[config.mk]
export PLATFORM = sky130hd
export DESIGN_NAME = serial_matrix_mac
export DESIGN_NICKNAME = d
export VERILOG_FILES = /design/src/rtl/serial_matrix_mac.sv
export SDC_FILE = /design/constraint.sdc
export NUM_CORES = 1
export LEC_CHECK = 0
export CORE_UTILIZATION = 30
export CTS_CLUSTER_DIAMETER = 200
export CTS_CLUSTER_SIZE = 10
export DETAILED_ROUTE_END_ITERATION = 8
export GPL_TIMING_DRIVEN = 0
export PLACE_DENSITY = 0.6
export SLEW_MARGIN = 10
export SYNTH_ARGS = -nofsm -noshare
export SYNTH_HDL_FRONTEND = slang
export SYNTH_SLANG_ARGS = --single-unit
[constraint.sdc]
create_clock -name clk -period 22.9 [get_ports clk]
set_clock_uncertainty 0.1 [all_clocks]
set_input_delay 3.435 -clock clk [delete_from_list [all_inputs] [get_ports clk]]
set_output_delay 3.435 -clock clk [all_outputs]
set_load 0.01 [all_outputs]
[src/rtl/serial_matrix_mac.sv]
// Sequential NxN unsigned matrix multiplier, Result = A x B.
// One multiply-accumulate per clock; each element is reduced to OW bits by wrap or saturation.
module serial_matrix_mac #(
   parameter int unsigned N  = 3,
   parameter int unsigned W  = 6,
   parameter int unsigned OW = 6
) (
   input  logic                clk,
   input  logic                rst_n,
   input  logic                start,
   input  logic                sat_mode,
   input  logic [N*N*W-1:0]    a_in,
   input  logic [N*N*W-1:0]    b_in,
   output logic                busy,
   output logic                done,
   output logic [N*N*OW-1:0]   result
);

   localparam int unsigned NE = N * N;
   localparam int unsigned IW = $clog2(N);
   localparam int unsigned EW = $clog2(NE);
   localparam int unsigned AW = 2 * W + $clog2(N);

   typedef enum logic [1:0] {StIdle, StRun, StDone} state_e;

   state_e          state;
   logic [NE*W-1:0] a_q;
   logic [NE*W-1:0] b_q;
   logic            sat_q;
   logic [AW-1:0]   acc_q;
   logic [IW-1:0]   i_q;
   logic [IW-1:0]   j_q;
   logic [IW-1:0]   k_q;
   logic [OW-1:0]   work_q [NE];

   logic [W-1:0]    a_arr [NE];
   logic [W-1:0]    b_arr [NE];
   logic [OW-1:0]   work_d [NE];
   logic [EW-1:0]   a_idx;
   logic [EW-1:0]   b_idx;
   logic [EW-1:0]   w_idx;
   logic [2*W-1:0]  prod;
   logic [AW-1:0]   acc_next;
   logic [OW-1:0]   red;
   logic            last_k;
   logic            last_j;
   logic            last_elem;

   // Datapath: select operands, multiply-accumulate, reduce and merge into the working buffer.
   always_comb begin
      for (int e = 0; e < NE; e++) begin
         a_arr[e] = a_q[(NE-1-e)*W +: W];
         b_arr[e] = b_q[(NE-1-e)*W +: W];
      end
      a_idx    = EW'(i_q) * EW'(N) + EW'(k_q);
      b_idx    = EW'(k_q) * EW'(N) + EW'(j_q);
      w_idx    = EW'(i_q) * EW'(N) + EW'(j_q);
      prod     = a_arr[a_idx] * b_arr[b_idx];
      acc_next = acc_q + AW'(prod);
      // Any bit above OW set means the sum exceeds 2^OW-1; with OW == AW nothing can be above.
      if (sat_q && (|(acc_next >> OW))) begin
         red = '1;
      end else begin
         red = acc_next[OW-1:0];
      end
      work_d        = work_q;
      work_d[w_idx] = red;
      last_k        = (k_q == IW'(N-1));
      last_j        = (j_q == IW'(N-1));
      last_elem     = last_k && last_j && (i_q == IW'(N-1));
   end

   // Control FSM with registered busy/done/result; operands are frozen at acceptance.
   always_ff @(posedge clk or negedge rst_n) begin
      if (!rst_n) begin
         state  <= StIdle;
         busy   <= 1'b0;
         done   <= 1'b0;
         result <= '0;
         a_q    <= '0;
         b_q    <= '0;
         sat_q  <= 1'b0;
         acc_q  <= '0;
         i_q    <= '0;
         j_q    <= '0;
         k_q    <= '0;
         work_q <= '{default: '0};
      end else begin
         case (state)
            StIdle: begin
               busy <= 1'b0;
               done <= 1'b0;
               if (start) begin
                  a_q   <= a_in;
                  b_q   <= b_in;
                  sat_q <= sat_mode;
                  acc_q <= '0;
                  i_q   <= '0;
                  j_q   <= '0;
                  k_q   <= '0;
                  busy  <= 1'b1;
                  state <= StRun;
               end
            end
            StRun: begin
               if (!last_k) begin
                  acc_q <= acc_next;
                  k_q   <= k_q + 1'b1;
               end else begin
                  work_q <= work_d;
                  acc_q  <= '0;
                  k_q    <= '0;
                  if (last_j) begin
                     j_q <= '0;
                     i_q <= last_elem ? '0 : i_q + 1'b1;
                  end else begin
                     j_q <= j_q + 1'b1;
                  end
                  // Final element is forwarded straight into result on this edge.
                  if (last_elem) begin
                     for (int e = 0; e < NE; e++) begin
                        result[(NE-1-e)*OW +: OW] <= work_d[e];
                     end
                     done  <= 1'b1;
                     state <= StDone;
                  end
               end
            end
            StDone: begin
               done  <= 1'b0;
               busy  <= 1'b0;
               state <= StIdle;
            end
            default: begin
               state <= StIdle;
            end
         endcase
      end
   end

endmodule
Word level (Yosys, flattened, before mapping). Index checks and enable logic that the tools add are counted.

Bits in registers: 241. Input bits: 112. Output and inout port bits: 56. Logic and storage cells: 96.

Reduce and logical (&&, ||, !) cells: 18. Add/subtract/negate cells: 7. Mux-type cells: 32. Eq/ne operators: 9. Bitwise logic cells: 3. $lt $le $gt $ge: 4. Multiply operators: 3.

Operators with widths (count): bitwise mux 54 bit (1); binary-select mux 6 bit (select 4 bit) (2); 2-to-1 mux 6 bit (6); 2-to-1 mux 14 bit (2); one-hot mux 14 bit (2 select lines) (1); demux 6 bit (select 4 bit) (1); 2-to-1 mux 2 bit (10); one-hot mux 2 bit (2 select lines) (4); greater-or-equal comparator 5 bit (second input constant) (3); inverter 4 -> 5 bit (3); adder 14 x 12 -> 14 bit (1); adder 4 x 2 -> 4 bit (3); multiplier 6 x 6 -> 12 bit (1); AND reduction 3 bit (4); equality test 2 bit (second input constant) (4); multiplier 2 x 2 -> 4 bit (second input constant) (2); inequality test 2 bit (second input constant) (4); OR reduction 8 bit (1); adder 2 x 1 -> 2 bit (second input constant) (3); AND reduction 2 bit (3); nonzero test 2 bit (3); less-than comparator 5 x 1 -> 1 bit (second input constant) (1); logical AND 1 bit (4); one-hot mux 1 bit (2 select lines) (2); other kinds (5) (7).

Logic depth before layout (Yosys ltp). Gate-level depths: netlist (run 1).

Depth after elaboration: 12. Mapped depth: 30. Gate-level depth less buffers: 27.

Least setup slack after synthesis (run 1). Ideal clock, no wire load.

Path type: reg2reg. Start point: register k_q[1]. End point: register result[50]. Setup time: 142 ps. Clock period less this slack: 7250 ps. Path buffers: 2. Slack: 15650 ps. Data required time: 22658 ps. Cell stages (with the launch flop): 28. Arrival time: 7008 ps. Path through: dfrtp_1 -> inv_1 -> fa_1 -> inv_1 -> ha_1 -> fa_1 -> buf_1 -> nor2_1 -> nand2_1 -> nor2_1 -> a21oi_1 -> or2_2 -> fa_1 -> fa_1 -> inv_1 -> fa_1 -> inv_1 -> fa_1 -> inv_1 -> ha_1 -> or2_2 -> a41oi_2 -> o21ai_1 -> xor2_1 -> o41a_4 -> buf_12 -> o21ai_1 -> a31oi_1.

Longest elaborated chain between the ends: 12. Elaborated cells between the ends (all ways): 21. Those cells by class: 3 x add/sub; 2 x mul; 1 x eq/ne; 8 x mux; 2 x bitwise; 5 x reduce/logical.

Ends and longest elaborated chain: start: declaration (line 33) `logic [IW-1:0] k_q;`; start signal: assignment (line 108) `k_q <= k_q + 1'b1;`; multiplier 2 x 2 -> 4 bit (line 56) `b_idx = EW'(k_q) * EW'(N) + EW'(j_q);`; adder 4 x 2 -> 4 bit (line 56); inverter 4 -> 5 bit (not written as such) (line 58) `prod = a_arr[a_idx] * b_arr[b_idx];`; binary-select mux 6 bit (select 4 bit) (line 58); 2-to-1 mux 6 bit (not written as such) (2 in series) (line 58); multiplier 6 x 6 -> 12 bit (line 58); adder 14 x 12 -> 14 bit (line 59) `acc_next = acc_q + AW'(prod);`; OR reduction 8 bit (line 61) `if (sat_q && (|(acc_next >> OW))) begin`; logical AND 1 bit (line 61); 2-to-1 mux 6 bit (line 61); bitwise mux 54 bit (line 67) `work_d[w_idx] = red;`; end signal: indexed assignment (line 122) `result[(NE-1-e)*OW +: OW] <= work_d[e];`; end: declaration (line 16) `output logic [N*N*OW-1:0] result`.

Parallel ways exist; a longest one is shown, timed or not. The select of a mux whose other input is x is not followed. A chain may end at the register's enable or synchronous reset.

Worst setup path after layout (run 1).
Start point: register i_q[0]. End point: register work_q[32] (netlist name).

Longest elaborated chain between the ends: 12. Elaborated cells between the ends (all ways): 19. Those cells by class: 3 x add/sub; 2 x mul; 2 x order compare; 7 x mux; 2 x bitwise; 3 x reduce/logical.

Ends and longest elaborated chain: start: declaration (line 31) `logic [IW-1:0] i_q;`; start signal: assignment (line 115) `i_q <= last_elem ? '0 : i_q + 1'b1;`; multiplier 2 x 2 -> 4 bit * (line 55, 57); adder 4 x 2 -> 4 bit (line 55) `a_idx = EW'(i_q) * EW'(N) + EW'(k_q);`; inverter 4 -> 5 bit (not written as such) (line 58); binary-select mux 6 bit (select 4 bit) (line 58); 2-to-1 mux 6 bit (not written as such) (2 in series) (line 58); multiplier 6 x 6 -> 12 bit (line 58); adder 14 x 12 -> 14 bit (line 59); OR reduction 8 bit (line 61); logical AND 1 bit (line 61); 2-to-1 mux 6 bit (line 61); bitwise mux 54 bit * (line 67); end signal: assignment (line 110) `work_q <= work_d;`; end: declaration (line 34) `logic [OW-1:0] work_q [NE];`.

Every way passes the cells marked *; elsewhere a longest branch is shown, timed or not. The select of a mux whose other input is x is not followed.

==> metrics.md, run 1 <==
| Metric | Value |
|---|---|
| Cell chain of the critical path | `inv_1 > ha_1 > fa_1 > clkbuf_1 > mux4_2 > mux2_2 > a22oi_1 > or2_2 > fa_1 > fa_1 > inv_1 > fa_1 > inv_1 > fa_1 > inv_1 > ha_1 > or2_2 > a41oi_2 > o21ai_1 > xor2_1 > o41a_4 > buf_12 > nor2_8 > a21oi_1` |
| Critical path endpoint category | `flop` |
| Chip height | `207.2 um` |
| Top library cells by usage in the layout, fill and taps aside | `dfrtp_1 (241), nor2_1 (166), clkdlybuf4s50_1 (166)` |
| Library cell appearing most often on the critical path | `fa_1` |
| Inserted Clock Buffers | `28` |
| Remaining global-route overflow | `0` |
| Total routing resource utilization after global routing | `0.1618` |
| DRT iter0 DRCs | `562` |
| Count of buffering cells on the critical path with inverters included | `6` |
| Initial antenna violation count | `1` |
| Family with the most delay on the worst path | `adder cells` |
| CTS tree | `done` |
| Number of hold violations in the final report | `0` |
| Synth async-reset ratio | `1.000` |
| Area of the core | `41200 um2` |
| Average cell area after synthesis | `10.91 um2` |
| Synthesized cell area | `12630 um2` |
| Via count of the first global-routing pass | `9859` |
| Detailed-route wire length | `34.41 mm` |
| Yosys cell types | `59` |
| Cell taking the most area after synthesis | `dfrtp_1` |
| Routed length per placed instance | `18.21 um` |
| Gates resized, CTS repair | `0` |
| Leading cell type in the layout, fill and taps excluded | `dfrtp_1` |
| Gate count after technology mapping | `1157` |
| Placer's final routability congestion estimate | `0.8051` |
| Final-layout setup total negative slack | `0 ns` |
| Category of the critical setup timing path | `flop to flop` |
| Critical-path top delay cell | `fa_1` |
| Maximum clock frequency | `117.7 MHz` |
| Arrival time at the worst endpoint | `8.81 ns` |
| Number of pins with negative max-slew slack in the final report | `0` |
| Non-Filler Cell Area, Final | `15760 um2` |
| Run status | `completed` |
| DRC violation count after routing | `0` |
| Post-place instance area | `15030 um2` |
| Initial Utilization | `0.3065` |
| Port Buffers | `167` |
| Setup bufs post-CTS | `0` |
| Layout overhead on the synthesized area | `24.83%` |
| Final clock period utilization by the worst path | `0.3710` |
| Die Outline Area | `42920 um2` |
| Maxcap violations | `0` |
| Count of standard-cell rows | `74` |
| Post-synth net total | `1339` |
| Width of the chip | `207.2 um` |
| Post-synth EDFFs | `0` |
| Top-level port count | `168` |
| Clock H-tree levels | `1` |
| Top-area cell type share of the netlist area | `0.4776` |
| Root Driver | `clkbuf_16` |
| Final cell count without fillers | `1889` |
| Tightest Pin Transition | `0.9668 ns` |
| CP required | `23.21 ns` |
| Synth area leaders | `dfrtp_1 (48%), mux2_2 (10%), nor2_1 (4.9%)` |
| Clock slew at reported path FFs | `0.06 ns` |
| Maximum fanout encountered on the critical timing path | `10` |
| Number of vias per cell | `4.945` |
| Insertion delay to the later sink of the worst-skew pair | `0.55 ns` |
| Critical path's largest stage delay | `0.71 ns` |
| Class of the worst hold path | `flop to flop` |
| DR vias | `9342` |
| Post-route minimum period | `8.496 ns` |
| First-pass GRT wire length | `54.98 mm` |
| Critical Path Start Type | `flop` |
| Proportion of layout cells with a drive suffix above 1 | `0.1570` |
| Max-slew headroom at the worst pin | `0.3533` |
| Count of antenna diodes in the layout | `0` |
| Antenna-violating nets left | `0` |
| Hold buffers post-CTS | `0` |
| Length of the first detailed-routing pass in iterations | `7` |
| Max Root-Sink Buffers | `3` |
| Post-synthesis register bit count | `241` |
| Synth Warn # | `0` |
| Placed insts | `1858` |
| Total clock sinks | `241` |
| HPWL reported at the end of detailed placement | `25.08 mm` |
| Sequential cell area fraction in the yosys report | `0.4776` |
| RSZ-0062 raised after global routing | `false` |
| Most used flip-flop cell after synthesis | `dfrtp_1` |
| Final #Nets | `1538` |
| Largest net degree at the start of global routing | `106` |
| Total setup violations reported at the end of the flow | `0` |
## per-stage QoR
step	hold WS (ns)	worst slack, ns	util
after floorplan	0.3498	15.65	-
after CTS	0.3971	14.40	0.3826
after detailed placement	0.3763	14.42	0.3647
after global routing	0.4118	14.02	0.3826
after global placement	0.3653	7.644	0.3632
final	0.3876	14.40	0.3826
## worst paths after layout
kind	from	endpoint	slack, ns	depth (start not counted)
worst max-delay path	i_q[0]	work_q[32]	14.40	24
worst min register to register	acc_q[9]	acc_q[9]	0.39	2
max in group asynchronous	rst_n	b_arr[23]	19.08	2
worst max register to register	i_q[0]	work_q[32]	14.40	24
min in group asynchronous	rst_n	result[34]	2.72	1
worst min-delay path	acc_q[9]	acc_q[9]	0.39	2
## Yosys cell counts, types with 24 or more instances
| cell type | instances |
|---|---|
| dfrtp_1 | 241 |
| clkbuf_1 | 45 |
| mux2_2 | 116 |
| o21ai_0 | 26 |
| nor2_1 | 166 |
| nand2_1 | 74 |
| a31oi_1 | 57 |
| a21oi_1 | 70 |
| mux4_2 | 24 |
| o21ai_1 | 35 |
| ha_1 | 40 |
| inv_1 | 76 |
| fa_1 | 30 |
## kinds of logic (layout without fill, tap and decap cells)
| logic type | Yosys count | in the layout | synth area share |
|---|---|---|---|
| DFF | 241 | 241 | 0.4776 |
| xor gates and xnor gates | 12 | 12 | 0.008323 |
| muxes | 149 | 149 | 0.1534 |
| adders and majority gates | 70 | 70 | 0.08719 |
| and+or+nand+nor | 306 | 306 | 0.1110 |
| buffers and inverters | 137 | 337 | 0.04548 |
| AOI/OAI and AO/OA | 242 | 242 | 0.1171 |
## metal layers
| metal | vias up | track usage | wire length, um |
|---|---|---|---|
| met5 | - | 0 | 0 |
| met4 | 0 | 0.04297 | 707 |
| met3 | 44 | 0.02032 | 1338 |
| li1 | 4389 | - | - |
| met1 | 4731 | 0.2122 | 15240 |
| met2 | 178 | 0.2810 | 17120 |
## worst register-to-register path, stage by stage (launching register included)
cell,delay [ns]
dfrtp_1,0.43
inv_1,0.11
ha_1,0.39
fa_1,0.71
clkbuf_1,0.55
mux4_2,0.44
mux2_2,0.29
a22oi_1,0.48
or2_2,0.24
fa_1,0.45
fa_1,0.55
inv_1,0.06
fa_1,0.53
inv_1,0.06
fa_1,0.51
inv_1,0.04
ha_1,0.35
or2_2,0.34
a41oi_2,0.27
o21ai_1,0.11
xor2_1,0.17
o41a_4,0.61
buf_12,0.22
nor2_8,0.25
a21oi_1,0.11
## final cells by class
type / instances / area, um2
clock inverters: 1 / 8.758
flip-flops and latches: 241 / 6031
plain buffers: 60 / 285.3
well taps: 532 / 665.6
multi-input cells: 779 / 6023
inverters: 77 / 289.0
fillers: 3978 / 25440
clock buffers: 30 / 729.5
repair buffers: 169 / 1732
## sequential cells by signal (all words and copies together) (netlist names)
name,cells
a_arr,54
acc_q,14
b_arr,54
busy,1
done,1
i_q,2
j_q,2
k_q,2
result,54
sat_q,1
state,2
work_q,54
Power of run 1 is not shown: default switching activity piles up to over one toggle a cycle in this logic, so the estimate is an artifact.
==> run 2: changes to the inputs <==
PLACE_DENSITY = 0.61   (was 0.6)
clock period = 7.25 ns   (was 22.9 ns; I/O delays follow)
==> run 2 against run 1 <==
Register-to-register slack got worse by 15 ns. Setup slack got worse by 15 ns. Hold slack improved by 0.0063 ns. Cell count increased by 2.7%. Routed wire length increased by 4.4%. First-iteration DRC count decreased by 11%. Via count increased by 3.7%. Non-clock buffer count increased by 46. Highest routed layer unchanged. The run now ends with negative setup slack left.
==> metrics.md, run 2 (synthesis results as in run 1) <==
| Metric | Value |
|---|---|
| Run status | `finished, violations left (was completed)` |
| Violated checks | `negative setup slack` |
| DRT iter0 DRCs | `502 (was 562)` |
| Routed length per placed instance | `18.51 um (was 18.21 um)` |
| Largest net degree at the start of global routing | `85 (was 106)` |
| RSZ-0062 raised after global routing | `true (was false)` |
| Total routing resource utilization after global routing | `0.1669 (was 0.1618)` |
| Number of pins with negative max-slew slack in the final report | `0 (unchanged)` |
| Critical path endpoint category | `flop (unchanged)` |
| Leading cell type in the layout, fill and taps excluded | `dfrtp_1 (unchanged)` |
| Remaining global-route overflow | `0 (unchanged)` |
| Number of hold violations in the final report | `0 (unchanged)` |
| Layout overhead on the synthesized area | `33.24% (was 24.83%)` |
| Class of the worst hold path | `flop to flop (unchanged)` |
| Critical path launch point | `k_q[0] (was i_q[0])` |
| DRC violation count after routing | `0 (unchanged)` |
| Detailed-route wire length | `35.92 mm (was 34.41 mm)` |
| First-pass GRT wire length | `56.70 mm (was 54.98 mm)` |
| Total setup violations reported at the end of the flow | `56 (was 0)` |
| Width of the chip | `207.2 um (unchanged)` |
| Maximum fanout encountered on the critical timing path | `7 (was 10)` |
| Area of the core | `41200 um2 (unchanged)` |
| Post-route minimum period | `7.368 ns (was 8.496 ns)` |
| CTS tree | `done (unchanged)` |
| Critical hold path startpoint | `busy (was acc_q[9])` |
| Number of vias per cell | `4.993 (was 4.945)` |
| Final #Nets | `1588 (was 1538)` |
| Length of the first detailed-routing pass in iterations | `6 (was 7)` |
| Final clock period utilization by the worst path | `1.016 (was 0.3710)` |
| HPWL reported at the end of detailed placement | `24.91 mm (was 25.08 mm)` |
| Maxcap violations | `0 (unchanged)` |
| Max-slew headroom at the worst pin | `0.3447 (was 0.3533)` |
| Family with the most delay on the worst path | `adder cells (unchanged)` |
| Maximum clock frequency | `135.7 MHz (was 117.7 MHz)` |
| Port Buffers | `167 (unchanged)` |
| Max Root-Sink Buffers | `3 (unchanged)` |
| Top-level port count | `168 (unchanged)` |
| Slack of the critical path | `-0.1177 ns (was 14.40 ns)` |
| Via count of the first global-routing pass | `10.35k (was 9859)` |
| CP required | `7.57 ns (was 23.21 ns)` |
| Library cell appearing most often on the critical path | `fa_1 (unchanged)` |
| Origin of the critical flop-to-flop path | `k_q[0] (was i_q[0])` |
| Arrival time at the worst endpoint | `7.69 ns (was 8.81 ns)` |
| Category of the critical setup timing path | `flop to flop (unchanged)` |
| Root Driver | `clkbuf_16 (unchanged)` |
| Hold Worst Slack | `0.3939 ns (was 0.3876 ns)` |
| Antenna-violating nets left | `0 (unchanged)` |
| Insertion delay to the later sink of the worst-skew pair | `0.56 ns (was 0.55 ns)` |
| Count of filler cells inserted in the layout | `3838 (was 3978)` |
| Critical-path top delay cell | `fa_2 (was fa_1)` |
| Critical path's largest stage delay | `0.58 ns (was 0.71 ns)` |
| Inserted Clock Buffers | `28 (unchanged)` |
| DR vias | `9687 (was 9342)` |
| Total clock sinks | `241 (unchanged)` |
| Top library cells by usage in the layout, fill and taps aside | `dfrtp_1 (240), clkdlybuf4s50_1 (166), nor2_1 (157) (was dfrtp_1 (241), nor2_1 (166), clkdlybuf4s50_1 (166))` |
| Proportion of layout cells with a drive suffix above 1 | `0.2552 (was 0.1570)` |
| Critical Path Start Type | `flop (unchanged)` |
| Placer's final routability congestion estimate | `0.8209 (was 0.8051)` |
| Initial antenna violation count | `1 (unchanged)` |
| Clock H-tree levels | `1 (unchanged)` |
| Die Outline Area | `42920 um2 (unchanged)` |
| Count of buffering cells on the critical path with inverters included | `10 (was 6)` |
| Clock slew at reported path FFs | `0.06 ns (about the same)` |
| Initial Utilization | `0.3065 (unchanged)` |
| Chip height | `207.2 um (unchanged)` |
| Tightest Pin Transition | `0.9830 ns (was 0.9668 ns)` |
| Count of standard-cell rows | `74 (unchanged)` |
[run 2: changes by cell type in the layout (fill, tap and decap cells not counted), moves of 10 or more]
cell | before | now
buf_4 | 0 | 41
inv_2 | 0 | 10
o21ai_2 | 0 | 16
o21ai_0 | 26 | 9
a21oi_1 | 70 | 44
a21oi_2 | 0 | 22
inv_1 | 76 | 65
[run 2: layout make-up]
class	count	area (um2)	share of cell area
multi-input combinational	783	6559	0.3898
clock buffer	30	729.5	0.04335
antenna	1	2.502	0.0001487
timing repair buffer	217	2202	0.1309
sequential	241	6032	0.3585
inverter	77	291.5	0.01733
clock inverter	1	8.758	0.0005205
buffer	58	335.3	0.01993
tap	532	665.6	0.03956
[run 2: timing repair]
item / 4_1_cts / 5_1_grt
buffers inserted: 48 / 14
hold buffers: 0 / 0
resized for setup: 122 / 35
pin swaps: 91 / 43
setup endpoints to repair: 116 / 108
gates cloned: 5 / 1
[run 2: path summary, 6_finish.rpt]
kind	to	slack, ns	cells past startpoint
min in group asynchronous	b_arr[16]	0.40	1
worst min-delay path	busy	0.39	1
max in group asynchronous	work_q[22]	5.37	3
worst max register to register	work_q[51]	-0.12	30
worst min register to register	busy	0.39	1
worst max-delay path	work_q[51]	-0.12	30
[run 2: layer usage]
metal / global-route usage / share of wire / routed length, um / vias up
met1: 0.2134 / 0.43 / 15600 / 4913
met5: 0 / 0 / 0 / -
li1: - / - / - / 4509
met2: 0.2862 / 0.49 / 17690 / 193
met3: 0.02790 / 0.044 / 1573 / 72
met4: 0.05507 / 0.029 / 1048 / 0
[run 2: worst reg2reg max path, delay by kind of cell, from the launching register on]
family          cells  cell delay [ns]
mux                 1             0.26
compound gates      7             1.26
buf+inv            10             0.99
simple gates        4             0.69
fa+ha+maj           8             3.57
flops               1             0.37
[run 2: through the flow]
stage            util  area (um2)  setup slack [ns]  std cells  setup TNS (ns)
6_report       0.4084       16830           -0.1177       1940          -2.959
5_1_grt        0.4083       16820           -0.4080       1939          -33.04
4_1_cts        0.4027       16590           -0.1595       1926          -6.804
3_5_place_dp   0.3647       15030            -1.211       1858         -121.47
3_3_place_gp   0.3632       14970            -5.538       1856        -1443.02
2_1_floorplan       -       12630         0.0004543       1157               0
Power of run 2 is left out for the same reason.
==> run 3: changes to the inputs <==
CAP_MARGIN = 10   (was default)
CELL_PAD_IN_SITES_DETAIL_PLACEMENT = 1   (was default)
CELL_PAD_IN_SITES_GLOBAL_PLACEMENT = 2   (was default)
PLACE_DENSITY = 0.82   (was 0.61)
==> run 3 against run 2 <==
The flow still finishes with violations (negative setup slack). Flip-flop and latch count unchanged. Register-to-register slack worse by 0.02 ns. Routed wire length up 13%.
==> metrics.md, run 3 (synthesis results as in run 1) <==
| Metric | Value |
|---|---|
| Proportion of layout cells with a drive suffix above 1 | `0.2680 (was 0.2552)` |
| Clock slew at reported path FFs | `0.06 ns (about the same)` |
| Arrival time at the worst endpoint | `7.70 ns (was 7.69 ns)` |
| Maximum clock frequency | `135.4 MHz (was 135.7 MHz)` |
| DR vias | `9825 (was 9687)` |
| Number of vias per cell | `5.070 (was 4.993)` |
| Post-place instance area | `15030 um2 (unchanged)` |
| Critical-path top delay cell | `fa_2 (unchanged)` |
| Class of the worst hold path | `input pin to asynchronous set/reset pin (was flop to flop)` |
| Chip height | `207.2 um (unchanged)` |
| CP required | `7.57 ns (about the same)` |
| Origin of the critical flop-to-flop path | `k_q[0] (unchanged)` |
| Top library cells by usage in the layout, fill and taps aside | `dfrtp_1 (240), clkdlybuf4s50_1 (166), nor2_1 (158) (was dfrtp_1 (240), clkdlybuf4s50_1 (166), nor2_1 (157))` |
| Non-Filler Cell Area, Final | `16890 um2 (was 16830 um2)` |
| Worst-case register-to-register setup slack | `-0.13 ns (was -0.12 ns)` |
| Layout overhead on the synthesized area | `33.72% (was 33.24%)` |
| Number of hold violations in the final report | `0 (unchanged)` |
| Slack of the critical path | `-0.1341 ns (was -0.1177 ns)` |
| Max-slew headroom at the worst pin | `0.3430 (was 0.3447)` |
| Via count of the first global-routing pass | `11.14k (was 10.35k)` |
| Root Driver | `clkbuf_16 (unchanged)` |
| Run status | `finished, violations left (unchanged)` |
| Die Outline Area | `42920 um2 (unchanged)` |
| RSZ-0062 raised after global routing | `true (unchanged)` |
| HPWL reported at the end of detailed placement | `27.30 mm (was 24.91 mm)` |
| Width of the chip | `207.2 um (unchanged)` |
| Initial Utilization | `0.3065 (unchanged)` |
| Remaining global-route overflow | `0 (unchanged)` |
| Total setup violations reported at the end of the flow | `73 (was 56)` |
| Critical Path Start Type | `flop (unchanged)` |
| Final cell count without fillers | `1938 (was 1940)` |
| Tightest Pin Transition | `0.9856 ns (was 0.9830 ns)` |
| Initial antenna violation count | `3 (was 1)` |
| Critical path launch point | `k_q[0] (unchanged)` |
| CTS tree | `done (unchanged)` |
| DRT iter0 DRCs | `408 (was 502)` |
| RR Endpoint | `work_q[16] (was work_q[51])` |
| Count of standard-cell rows | `74 (unchanged)` |
| Library cell appearing most often on the critical path | `fa_1 (unchanged)` |
| Leading cell type in the layout, fill and taps excluded | `dfrtp_1 (unchanged)` |
| Total routing resource utilization after global routing | `0.1921 (was 0.1669)` |
| Final cell utilization of the core | `0.4098 (was 0.4084)` |
| Total clock sinks | `241 (unchanged)` |
| Detailed-route wire length | `40.50 mm (was 35.92 mm)` |
| Routed length per placed instance | `20.90 um (was 18.51 um)` |
| Antenna-violating nets left | `0 (unchanged)` |
| Inserted Clock Buffers | `28 (unchanged)` |
| Port Buffers | `167 (unchanged)` |
| Critical path endpoint category | `flop (unchanged)` |
| Top-level port count | `168 (unchanged)` |
| Post-route minimum period | `7.384 ns (was 7.368 ns)` |
| Insertion delay to the later sink of the worst-skew pair | `0.56 ns (about the same)` |
| Category of the critical setup timing path | `flop to flop (unchanged)` |
| Pre-CTS setup slack | `-1.281 ns (was -1.211 ns)` |
| Maxcap violations | `0 (unchanged)` |
| Critical path's largest stage delay | `0.57 ns (was 0.58 ns)` |
| Clock H-tree levels | `1 (unchanged)` |
| DRC violation count after routing | `0 (unchanged)` |
| First-pass GRT wire length | `64.49 mm (was 56.70 mm)` |
| Maximum fanout encountered on the critical timing path | `9 (was 7)` |
| Length of the first detailed-routing pass in iterations | `4 (was 6)` |
| Placer's final routability congestion estimate | `0.7671 (was 0.8209)` |
| Endpoint of the most critical setup path | `work_q[16] (was work_q[51])` |
| Placed insts | `1858 (unchanged)` |
| Max Root-Sink Buffers | `3 (unchanged)` |
| Violated checks | `negative setup slack (unchanged)` |
| Largest net degree at the start of global routing | `106 (was 85)` |
| Reg2reg path depth | `29 (was 30)` |
| Number of pins with negative max-slew slack in the final report | `0 (unchanged)` |
| Final clock period utilization by the worst path | `1.019 (was 1.016)` |
| Final #Nets | `1584 (was 1588)` |
| Hold buffers post-CTS | `0 (unchanged)` |
| Area of the core | `41200 um2 (unchanged)` |
[run 3: timing repair]
| action | CTS | global route |
|---|---|---|
| resized for setup | 122 | 50 |
| endpoints found under the setup margin | 116 | 108 |
| cloned | 6 | 4 |
| setup buffers | 34 | 4 |
| pin swaps | 55 | 15 |
[run 3: critical path: cells and delay by family (launching register included)]
| kind | cells | cell delay, ns |
|---|---|---|
| fa+ha+maj | 8 | 3.52 |
| compound gates | 7 | 1.34 |
| buf+inv | 9 | 0.94 |
| simple gates | 4 | 0.67 |
| flops | 1 | 0.40 |
| mux | 1 | 0.26 |
[run 3: per-stage QoR]
| step | hold slack [ns] | setup TNS [ns] |
|---|---|---|
| floorplan | 0.3498 | 0 |
| global placement | 0.3656 | -1500.22 |
| detailed placement | 0.3704 | -130.70 |
| CTS | 0.3363 | -3.687 |
| global route | 0.3540 | -31.80 |
| finish | 0.3455 | -4.671 |
[run 3: worst min path at each step]
stage,start,endpoint,slack [ns]
2_1_floorplan,acc_q[11],acc_q[11],0.35
3_3_place_gp,done,done,0.37
3_5_place_dp,busy,busy,0.37
4_1_cts,rst_n,b_arr[16],0.34
5_1_grt,rst_n,b_arr[22],0.35
6_report,rst_n,b_arr[28],0.35
[run 3: area by class of cell]
cell class / instances / area (um2)
Multi-Input combinational cell: 785 / 6663
Fill cell: 4448 / 24320
Sequential cell: 241 / 6032
Inverter: 77 / 291.5
Tap cell: 532 / 665.6
Antenna cell: 3 / 7.507
Timing Repair Buffer: 211 / 2156
Buffer: 58 / 332.8
Clock buffer: 30 / 729.5
Clock inverter: 1 / 8.758
[run 3: metal layers]
metal | routed length, um | GRT usage | vias to the layer above
li1 | - | - | 4503
met1 | 17550 | 0.2467 | 5129
met2 | 20560 | 0.3336 | 136
met3 | 1544 | 0.02744 | 57
met4 | 846 | 0.05970 | 0
met5 | 0 | 0 | -
Power of run 3 is left out for the same reason.
